**src/rtl/uart_tx_sched_pkg.sv**
```systemverilog
// Shared types and constants for the UART transmit scheduler.
package uart_tx_sched_pkg;

   // Scheduler FSM states
   typedef enum logic [3:0] {
      ST_OFF       = 4'd0,
      ST_CFG_BRG   = 4'd1,
      ST_CFG_TX    = 4'd2,
      ST_IDLE      = 4'd3,
      ST_LOAD      = 4'd4,
      ST_WAIT_LOW  = 4'd5,
      ST_WAIT_HIGH = 4'd6,
      ST_DRAIN     = 4'd7,
      ST_SHUT      = 4'd8
   } state_e;

   // TXSTA bit positions
   localparam int TXSTA_TX9  = 6;
   localparam int TXSTA_TXEN = 5;
   localparam int TXSTA_SYNC = 4;
   localparam int TXSTA_BRGH = 2;
   localparam int TXSTA_TRMT = 1;
   localparam int TXSTA_TX9D = 0;

   // TXSTA value for async 8-bit transmit with TXEN set and the chosen BRGH
   function automatic logic [7:0] txsta_cfg(input logic brgh);
      logic [7:0] v;
      v             = 8'h00;
      v[TXSTA_TX9]  = 1'b0;
      v[TXSTA_TXEN] = 1'b1;
      v[TXSTA_SYNC] = 1'b0;
      v[TXSTA_BRGH] = brgh;
      v[TXSTA_TX9D] = 1'b0;
      return v;
   endfunction

endpackage

```
**src/rtl/uart_tx_scheduler_if.sv**
```systemverilog
// Producer handshake and UART register-port bundle for the scheduler.
interface uart_tx_sched_if #(
   parameter int NUM_REQ = 4
);
   logic [NUM_REQ-1:0]   req_valid;
   logic [8*NUM_REQ-1:0] req_data;
   logic [NUM_REQ-1:0]   req_ready;
   logic [7:0]           uart_wdata;
   logic                 spbrg_wr_en;
   logic                 txsta_wr_en;
   logic                 txreg_wr_en;
   logic [7:0]           txsta_rd;
   logic                 txif;

   // Scheduler side
   modport master (
      input  req_valid, req_data, txsta_rd, txif,
      output req_ready, uart_wdata, spbrg_wr_en, txsta_wr_en, txreg_wr_en
   );

   // Producers plus UART side
   modport slave (
      output req_valid, req_data, txsta_rd, txif,
      input  req_ready, uart_wdata, spbrg_wr_en, txsta_wr_en, txreg_wr_en
   );
endinterface

```
**src/rtl/uart_rr_arbiter.sv**
```systemverilog
// Combinational round-robin picker: first valid requester at or after ptr, wrapping modulo NUM_REQ.
module uart_rr_arbiter #(
   parameter int NUM_REQ = 4
) (
   input  logic [NUM_REQ-1:0]         req_valid,
   input  logic [$clog2(NUM_REQ)-1:0] ptr,
   output logic [NUM_REQ-1:0]         grant_oh,
   output logic [$clog2(NUM_REQ)-1:0] grant_idx,
   output logic                       any_valid
);
   localparam int PW = $clog2(NUM_REQ);

   logic found;

   // Scan NUM_REQ slots starting at ptr; wrap by subtraction so non-power-of-two counts work
   always_comb begin
      int j;
      j         = 0;
      found     = 1'b0;
      grant_oh  = '0;
      grant_idx = '0;
      any_valid = |req_valid;
      for (int k = 0; k < NUM_REQ; k++) begin
         j = int'(ptr) + k;
         if (j >= NUM_REQ) j = j - NUM_REQ;
         if (!found && req_valid[j]) begin
            found       = 1'b1;
            grant_oh[j] = 1'b1;
            grant_idx   = PW'(j);
         end
      end
   end
endmodule

```
**src/rtl/uart_tx_scheduler.sv**
```systemverilog
// Configures the async UART transmitter and shares TXREG among NUM_REQ byte producers.
module uart_tx_scheduler
   import uart_tx_sched_pkg::*;
#(
   parameter int         NUM_REQ    = 4,
   parameter logic [7:0] SPBRG_INIT = 8'd25,
   parameter logic       BRGH_INIT  = 1'b1
) (
   input  logic                       clk,
   input  logic                       rst,
   input  logic                       enable,
   uart_tx_sched_if.master            bus,
   output logic                       busy,
   output logic [$clog2(NUM_REQ)-1:0] last_grant,
   output logic                       tx_err
);
   localparam int PW = $clog2(NUM_REQ);

   state_e            state_q, state_d;
   logic [PW-1:0]     ptr_q, ptr_d;
   logic [PW-1:0]     last_grant_q, last_grant_d;
   logic [NUM_REQ-1:0] ready_q, ready_d;
   logic [7:0]        wdata_q, wdata_d;
   logic              spbrg_q, spbrg_d;
   logic              txsta_q, txsta_d;
   logic              txreg_q, txreg_d;
   logic              busy_q, busy_d;
   logic              err_q, err_d;

   logic [NUM_REQ-1:0] grant_oh;
   logic [PW-1:0]      grant_idx;
   logic               any_valid;
   logic               grant_take;
   logic               trmt;
   logic               unused_txsta;

   uart_rr_arbiter #(.NUM_REQ(NUM_REQ)) u_arb (
      .req_valid (bus.req_valid),
      .ptr       (ptr_q),
      .grant_oh  (grant_oh),
      .grant_idx (grant_idx),
      .any_valid (any_valid)
   );

   assign trmt         = bus.txsta_rd[TXSTA_TRMT];
   assign unused_txsta = ^{bus.txsta_rd[7:2], bus.txsta_rd[0]};
   assign grant_take   = (state_q == ST_IDLE) && enable && bus.txif && any_valid;

   // State and registered outputs; rst returns everything to its idle value
   always_ff @(posedge clk) begin
      if (rst) begin
         state_q      <= ST_OFF;
         ptr_q        <= '0;
         last_grant_q <= '0;
         ready_q      <= '0;
         wdata_q      <= 8'h00;
         spbrg_q      <= 1'b0;
         txsta_q      <= 1'b0;
         txreg_q      <= 1'b0;
         busy_q       <= 1'b0;
         err_q        <= 1'b0;
      end else begin
         state_q      <= state_d;
         ptr_q        <= ptr_d;
         last_grant_q <= last_grant_d;
         ready_q      <= ready_d;
         wdata_q      <= wdata_d;
         spbrg_q      <= spbrg_d;
         txsta_q      <= txsta_d;
         txreg_q      <= txreg_d;
         busy_q       <= busy_d;
         err_q        <= err_d;
      end
   end

   // Next-state: configure, serve one byte per TXIF cycle, drain on disable
   always_comb begin
      state_d = state_q;
      case (state_q)
         ST_OFF:       if (enable) state_d = ST_CFG_BRG;
         ST_CFG_BRG:   state_d = ST_CFG_TX;
         ST_CFG_TX:    state_d = ST_IDLE;
         ST_IDLE: begin
            if (!enable)         state_d = ST_DRAIN;
            else if (grant_take) state_d = ST_LOAD;
         end
         ST_LOAD:      state_d = ST_WAIT_LOW;
         // UART must have dropped TXIF the edge after our write
         ST_WAIT_LOW:  state_d = bus.txif ? ST_IDLE : ST_WAIT_HIGH;
         ST_WAIT_HIGH: if (bus.txif) state_d = ST_IDLE;
         ST_DRAIN: begin
            if (enable)    state_d = ST_IDLE;
            else if (trmt) state_d = ST_SHUT;
         end
         ST_SHUT:      state_d = ST_OFF;
         default:      state_d = ST_OFF;
      endcase
   end

   // Outputs are decoded from the next state so the flops line up with the state they belong to
   always_comb begin
      spbrg_d      = 1'b0;
      txsta_d      = 1'b0;
      txreg_d      = 1'b0;
      ready_d      = '0;
      wdata_d      = wdata_q;
      ptr_d        = ptr_q;
      last_grant_d = last_grant_q;
      err_d        = err_q | ((state_q == ST_WAIT_LOW) && bus.txif);
      busy_d       = !((state_d == ST_OFF) || (state_d == ST_IDLE));
      case (state_d)
         ST_CFG_BRG: begin
            spbrg_d = 1'b1;
            wdata_d = SPBRG_INIT;
         end
         ST_CFG_TX: begin
            txsta_d = 1'b1;
            wdata_d = txsta_cfg(BRGH_INIT);
         end
         ST_LOAD: begin
            txreg_d      = 1'b1;
            wdata_d      = bus.req_data[8*int'(grant_idx) +: 8];
            ready_d      = grant_oh;
            last_grant_d = grant_idx;
            ptr_d        = (grant_idx == PW'(NUM_REQ - 1)) ? '0 : grant_idx + PW'(1);
         end
         ST_SHUT: begin
            txsta_d = 1'b1;
            wdata_d = 8'h00;
         end
         default: ;
      endcase
   end

   assign bus.req_ready   = ready_q;
   assign bus.uart_wdata  = wdata_q;
   assign bus.spbrg_wr_en = spbrg_q;
   assign bus.txsta_wr_en = txsta_q;
   assign bus.txreg_wr_en = txreg_q;
   assign busy            = busy_q;
   assign last_grant      = last_grant_q;
   assign tx_err          = err_q;

endmodule
```
**src/flat_wrapper.sv**
```systemverilog
// flat-port wrapper written by rule: the top's interface ports become plain ports
module uart_tx_scheduler_flat import uart_tx_sched_pkg::*;
#(
   parameter int         NUM_REQ    = 4,
   parameter logic [7:0] SPBRG_INIT = 8'd25,
   parameter logic       BRGH_INIT  = 1'b1
)
  (clk, rst, enable, busy, last_grant, tx_err, bus_req_valid, bus_req_data, bus_txsta_rd, bus_txif, bus_req_ready, bus_uart_wdata, bus_spbrg_wr_en, bus_txsta_wr_en, bus_txreg_wr_en);
  uart_tx_sched_if #(.NUM_REQ(NUM_REQ)) bus_i ();
  input  logic clk;
  input  logic rst;
  input  logic enable;
  output logic busy;
  output logic [$clog2(NUM_REQ)-1:0] last_grant;
  output logic tx_err;
  input wire logic [$bits(bus_i.req_valid)-1:0] bus_req_valid;
  input wire logic [$bits(bus_i.req_data)-1:0] bus_req_data;
  input wire logic [$bits(bus_i.txsta_rd)-1:0] bus_txsta_rd;
  input wire logic [$bits(bus_i.txif)-1:0] bus_txif;
  output wire logic [$bits(bus_i.req_ready)-1:0] bus_req_ready;
  output wire logic [$bits(bus_i.uart_wdata)-1:0] bus_uart_wdata;
  output wire logic [$bits(bus_i.spbrg_wr_en)-1:0] bus_spbrg_wr_en;
  output wire logic [$bits(bus_i.txsta_wr_en)-1:0] bus_txsta_wr_en;
  output wire logic [$bits(bus_i.txreg_wr_en)-1:0] bus_txreg_wr_en;
  assign bus_i.req_valid = bus_req_valid;
  assign bus_i.req_data = bus_req_data;
  assign bus_i.txsta_rd = bus_txsta_rd;
  assign bus_i.txif = bus_txif;
  assign bus_req_ready = bus_i.req_ready;
  assign bus_uart_wdata = bus_i.uart_wdata;
  assign bus_spbrg_wr_en = bus_i.spbrg_wr_en;
  assign bus_txsta_wr_en = bus_i.txsta_wr_en;
  assign bus_txreg_wr_en = bus_i.txreg_wr_en;
  uart_tx_scheduler #(.NUM_REQ(NUM_REQ), .SPBRG_INIT(SPBRG_INIT), .BRGH_INIT(BRGH_INIT)) u_core (.clk(clk), .rst(rst), .enable(enable), .bus(bus_i), .busy(busy), .last_grant(last_grant), .tx_err(tx_err));
endmodule
```
**config.mk**
```make
export PLATFORM = sky130hd
export DESIGN_NAME = uart_tx_scheduler_flat
export DESIGN_NICKNAME = d
export VERILOG_FILES = /design/src/rtl/uart_tx_sched_pkg.sv /design/src/rtl/uart_tx_scheduler_if.sv /design/src/rtl/uart_rr_arbiter.sv /design/src/rtl/uart_tx_scheduler.sv /design/src/flat_wrapper.sv
export SDC_FILE = /design/constraint.sdc
export NUM_CORES = 1
export LEC_CHECK = 0
export BUFFER_PORTS_ARGS = -buffer_cell sky130_fd_sc_hd__buf_2
export CORE_MARGIN = 2
export CORE_UTILIZATION = 45
export DETAILED_ROUTE_END_ITERATION = 10
export HOLD_SLACK_MARGIN = 0.06
export PLACE_DENSITY_LB_ADDON = 0.08
export SLEW_MARGIN = 20
export SYNTH_ARGS = -nofsm -noshare
export SYNTH_HDL_FRONTEND = slang
export SYNTH_SLANG_ARGS = --single-unit
```
**constraint.sdc**
```tcl
create_clock -name clk -period 4 [get_ports clk]
set_input_delay 0 -clock clk [delete_from_list [all_inputs] [get_ports clk]]
set_output_delay 0 -clock clk [all_outputs]
set_load 0.01 [all_outputs]
```
### Word level (Yosys, flattened, before mapping)

Cells that the tools add are included.

| storage, ports and cells | value |
|---|---|
| bits in registers | 25 |
| output and inout port bits | 19 |
| word-level logic and storage cells | 119 |

| operators by class | value |
|---|---|
| add/subtract/negate cells | 8 |
| order comparisons | 12 |
| eq/ne operators | 13 |
| shifts and indexed selects | 1 |
| multiplexer cells | 48 |
| bitwise operators | 5 |
| reduce and logical (&&, ||, !) cells | 22 |

Operator list:

| operator | number |
|---|---|
| $ge 32x1->1 const B | 4 |
| $lt 32x4->1 const B | 4 |
| $mux 32 | 4 |
| $mux 4 | 10 |
| $pmux 4 s8 | 1 |
| $pmux 8 s4 | 1 |
| $shiftx 32x6->8 | 1 |
| $eq 4x3->1 const B | 5 |
| $mux 1 | 18 |
| $eq 4x2->1 const B | 4 |
| $or 4x4->4 | 3 |
| $sub 3x3->4 const B | 3 |
| $logic_and 1x1->1 | 11 |
| $mux 2 | 5 |
| $ge 3x3->1 const B | 3 |
| $bmux 1 s2 | 4 |
| $demux 1 s2 | 4 |
| $eq 4x1->1 const B | 2 |
| $logic_not 4->1 | 2 |
| $add 2x2->3 const B | 2 |
| $eq 4x4->1 const B | 1 |
| $logic_not 1->1 | 4 |
| $reduce_bool 4->1 | 1 |
| $reduce_or 2->1 | 2 |
| other kinds (10) | 10 |

### Logic depth before layout (Yosys ltp)

| logic depth | value |
|---|---|
| word-level depth | 17 |
| mapped depth | 11 |
| gate-level depth less buffers | 8 |

### Modules after synthesis

A second synthesis with hierarchy kept.

| unflattened totals | value |
|---|---|
| cell total of the unflattened synthesis | 180 |
| area total of the unflattened synthesis | 1,759.2 um^2 |

Modules (own cells, without submodules):

| module | times used | cells an instance | area an instance (um^2) |
|---|---|---|---|
| uart_tx_scheduler | 1 | 130 | 1,295.0 |
| uart_rr_arbiter | 1 | 50 | 464.2 |

### Worst setup path after synthesis

OpenSTA, ideal clock, no wires.

| timing path | value |
|---|---|
| path type | register to register |
| from | reg with a tool-made name |
| to | reg u_core.wdata_q[3], in the netlist u_core.bus.uart_wdata[3] |
| arrival time | 2.843 ns |
| setup slack | 1.037 ns |
| cell stages (with the launch flop) | 12 |
| clock period less this slack | 2.963 ns |
| path through | dfxtp_1 > buf_6 > inv_1 > ha_1 > mux4_2 > nor2b_1 > o31a_1 > buf_6 > buf_6 > mux2i_1 > nor2_1 > a211o_1 |

RTL lines:

| item | line | text |
|---|---|---|
| end signal, assigned | uart_tx_scheduler.sv:67 | `wdata_q <= wdata_d;` |
| end, declared | uart_tx_scheduler.sv:23 | `logic [7:0] wdata_q, wdata_d;` |

### Worst setup path after layout

| timing path | value |
|---|---|
| from | reg u_core.ptr_q[1] |
| to | reg u_core.wdata_q[2], in the netlist u_core.bus.uart_wdata[2] |

| between the ends | value |
|---|---|
| longest elaborated chain between the ends | 17 |
| elaborated cells on any way between the ends | 42 |
| those cells by class | add/sub: 7; order compare: 4; shift: 1; mux: 24; reduce/logical: 6 |

RTL lines:

| item | line | text |
|---|---|---|
| start, declared | uart_tx_scheduler.sv:20 | `logic [PW-1:0] ptr_q, ptr_d;` |
| start signal, assigned | uart_tx_scheduler.sv:64 | `ptr_q <= ptr_d;` |
| branches (longest 14 deep; another with $sub 3x3->4) | -- |  |
| $mux 2 (*) | uart_rr_arbiter.sv:26 | `if (!found && req_valid[j]) begin` |
| $shiftx 32x6->8 (*) | uart_tx_scheduler.sv:122 | `wdata_d = bus.req_data[8*int'(grant_idx) +: 8];` |
| $pmux 8 s4 (*) | uart_tx_scheduler.sv:111 | `case (state_d)` |

Mark *: on every way between the ends. The select of a mux whose other input is x is not followed.
A chain may end at the register's enable or synchronous reset.

==> flow_summary.json <==
{
  "vias": 1735,
  "postSynth.asyncResetShare_pct": 0,
  "synth.avg_cell_area_um2": 8.59,
  "ctsHoldBuffers": 1,
  "synth.top_cell.area_share_pct": 28.3,
  "fp.dieH_um": 66.7,
  "die_w_um": 66.7,
  "ys_ff_latch": 25,
  "cap_violations": 0,
  "hp-class": "input port to flop",
  "min_period_over_period_pct": 84.4,
  "cp-end-kind": "flop",
  "postLayoutSetupSlackWorst_ns": 0.622,
  "routed-wl-met2_um": 2080,
  "grt_pass1_vias": 1578,
  "numPortBuffers": 59,
  "p_leak_nw": 0.992,
  "crit_chain": "inv_1 > ha_1 > mux4_2 > nor2b_1 > o31a_1 > buf_12 > mux2i_1 > nor4_1 > or3_1",
  "synthFlopType": "dfxtp_1",
  "path_delay_family": "multiplexers",
  "drcViolationCount": 0,
  "grt_max_degree": 20,
  "rows": 22,
  "root_buffer": "clkbuf_8",
  "routed_via_density": 5.58,
  "antenna_found_initial": 0,
  "synthTopCellsByCount": "27 x nor2_1, 25 x dfxtp_1, 16 x mux2i_1, 16 x nand2_1",
  "drt_iter0_drc": 135,
  "slowest_stage": "mux4_2",
  "utilization_pct": 57.9,
  "slew_headroom_pct": 43.6,
  "start_util_pct": 47.6,
  "wl_um": 4410,
  "cts_resized": 0,
  "ys_seq_area_share_pct": 28.3,
  "p_total_w": 0.000625,
  "synth_area_leaders": "dfxtp_1 28%, mux2i_1 9.1%, nor2_1 5.7%",
  "finalNonFillerCells": 311,
  "clkTransAtPathRegs_ns": 0.09,
  "htreeDepth": 1,
  "drt-pass1-iter-count": 4,
  "track_usage_pct": 21.0,
  "met3_length_um": 185,
  "powerDensity_mw_per_mm2": 291,
  "top_layer": "met4",
  "worstPathArrival_ns": 3.54,
  "critPathKind": "flop to flop",
  "gp_congestion": 0.807,
  "cts-buffers-inserted": 3,
  "synth.cell_area_mm2": 0.00177,
  "status": "finished clean",
  "synth_edf_count": 0,
  "crit_fanout": 19,
  "rsz0062_at_grt": "false",
  "setup-tns-final_ns": 0,
  "finalHoldViolations": 0,
  "syn_inst": 206,
  "setup_viol": 0,
  "period_minus_slack_ns": 3.38,
  "crit_path_max_incr_delay_ns": 0.63,
  "nets": 320,
  "grt_pass1_wl_um": 7290,
  "place_ws_ns": 0.663,
  "fmax_ghz": 0.296,
  "synth_cell_type_count": 46,
  "tritoncts": "yes",
  "coreArea_mm2": 0.00372,
  "synth_warnings": 0,
  "syn_nets": 262,
  "wl_met1_um": 2080,
  "netlist.top_cell.by_area": "dfxtp_1",
  "wl_per_cell_um": 14.2,
  "dpl.hpwl_um": 3400,
  "finalMaxSlewViolations": 0,
  "grt-ovfl-total": 0,
  "crit_required_ns": 4.16,
  "antenna_cells": 0,
  "crit_buf_inv": 2,
  "ant_nets": 0,
  "die_area_mm2": 0.00445,
  "clock_sinks": 25,
  "yosysMostFrequentCell": "nor2_1",
  "max-vdd-ir-drop_v": 0.000139,
  "finalClockSkew_ns": 0.00156,
  "clockBufferDepth": 2,
  "worst-slew-pin-transition_ns": 0.840,
  "syn2layout_area_growth_pct": 21.6,
  "start_kind": "flop",
  "layout-drive-gt1-share_pct": 28.5,
  "clock_latency_ns": 0.27,
  "post-cts-setup-buffers": 0,
  "design.portCount": 67,
  "dp.cells": 306
}
## cell type report
type / count / area [µm²]
fill: 370 / 1560
multi-input combinational: 166 / 1190
sequential: 25 / 500
timing repair buffer: 63 / 340
tap: 48 / 60.1
clock buffer: 3 / 41.3
inverter: 5 / 18.8
clock inverter: 1 / 5.00
## routing by layer
metal,vias up,global-route usage [%]
met5,-,0
met4,0,7.40
met3,5,2.70
met2,44,34.1
met1,791,28.6
li1,895,-
## worst register-to-register path: stages, from the launching register on
cell and delay, ns:
dfxtp_1 0.58, inv_1 0.21, ha_1 0.46, mux4_2 0.63
nor2b_1 0.33, o31a_1 0.22, buf_12 0.18, mux2i_1 0.21
nor4_1 0.07, or3_1 0.37
## per-stage QoR
stage          area [µm²]  hold WS, ns
2_1_floorplan        1770       0.0721
3_3_place_gp         2100        0.327
3_5_place_dp         2100        0.316
4_1_cts              2150       0.0664
5_1_grt              2150       0.0796
6_report             2150       0.0718
## power breakdown
| group | total [W] | leakage [nW] | internal [W] | switching (W) |
|---|---|---|---|---|
| Combinational | 0.000189 | 0.763 | 0.0000901 | 0.0000993 |
| Sequential | 0.000281 | 0.203 | 0.000267 | 0.0000143 |
| Clock | 0.000155 | 0.0255 | 0.0000699 | 0.0000849 |
## cells by family (layout without fill, tap and decap cells)
| logic type | count (synthesis) | count (layout) | synth area share, % |
|---|---|---|---|
| xor+xnor | 2 | 2 | 0.990 |
| mux | 25 | 25 | 17.3 |
| fa+ha+maj | 8 | 8 | 5.66 |
| buf+inv | 15 | 72 | 4.67 |
| compound gates | 45 | 45 | 18.7 |
| simple gates | 86 | 86 | 24.3 |
| flops | 25 | 25 | 28.3 |
## placed cells by master (no fill, tap or decap), drive strengths merged, types with 5 or more instances in the layout
cell type   n
a21oi       7
a22oi       5
buf        62
dfxtp      25
ha          8
inv         5
mux2        5
mux2i      16
nand2      16
nor2       27
nor2b       7
nor3        7
nor4        8
o21ai       7
## worst paths after layout
kind	startpoint	to	slack, ns	cells past startpoint
worst min-delay path	rst	flop	0.07	2
worst max register to register	u_core.ptr_q[1]	u_core.bus.uart_wdata[2]	0.62	9
worst max-delay path	u_core.ptr_q[1]	u_core.bus.uart_wdata[2]	0.62	9
worst min register to register	u_core.last_grant[0]	u_core.last_grant[0]	0.46	2
## flip-flops by register name, summed over array words and instances (netlist names), named ones only
name / count
u_core.busy: 1
u_core.tx_err: 1
u_core.bus.txreg_wr_en: 1
u_core.state_q: 4
u_core.bus.spbrg_wr_en: 1
u_core.bus.txsta_wr_en: 1
u_core.last_grant: 2
u_core.bus.uart_wdata: 8
u_core.bus.req_ready: 4
u_core.ptr_q: 1
No activity file was read; power rests on OpenSTA's default activity.
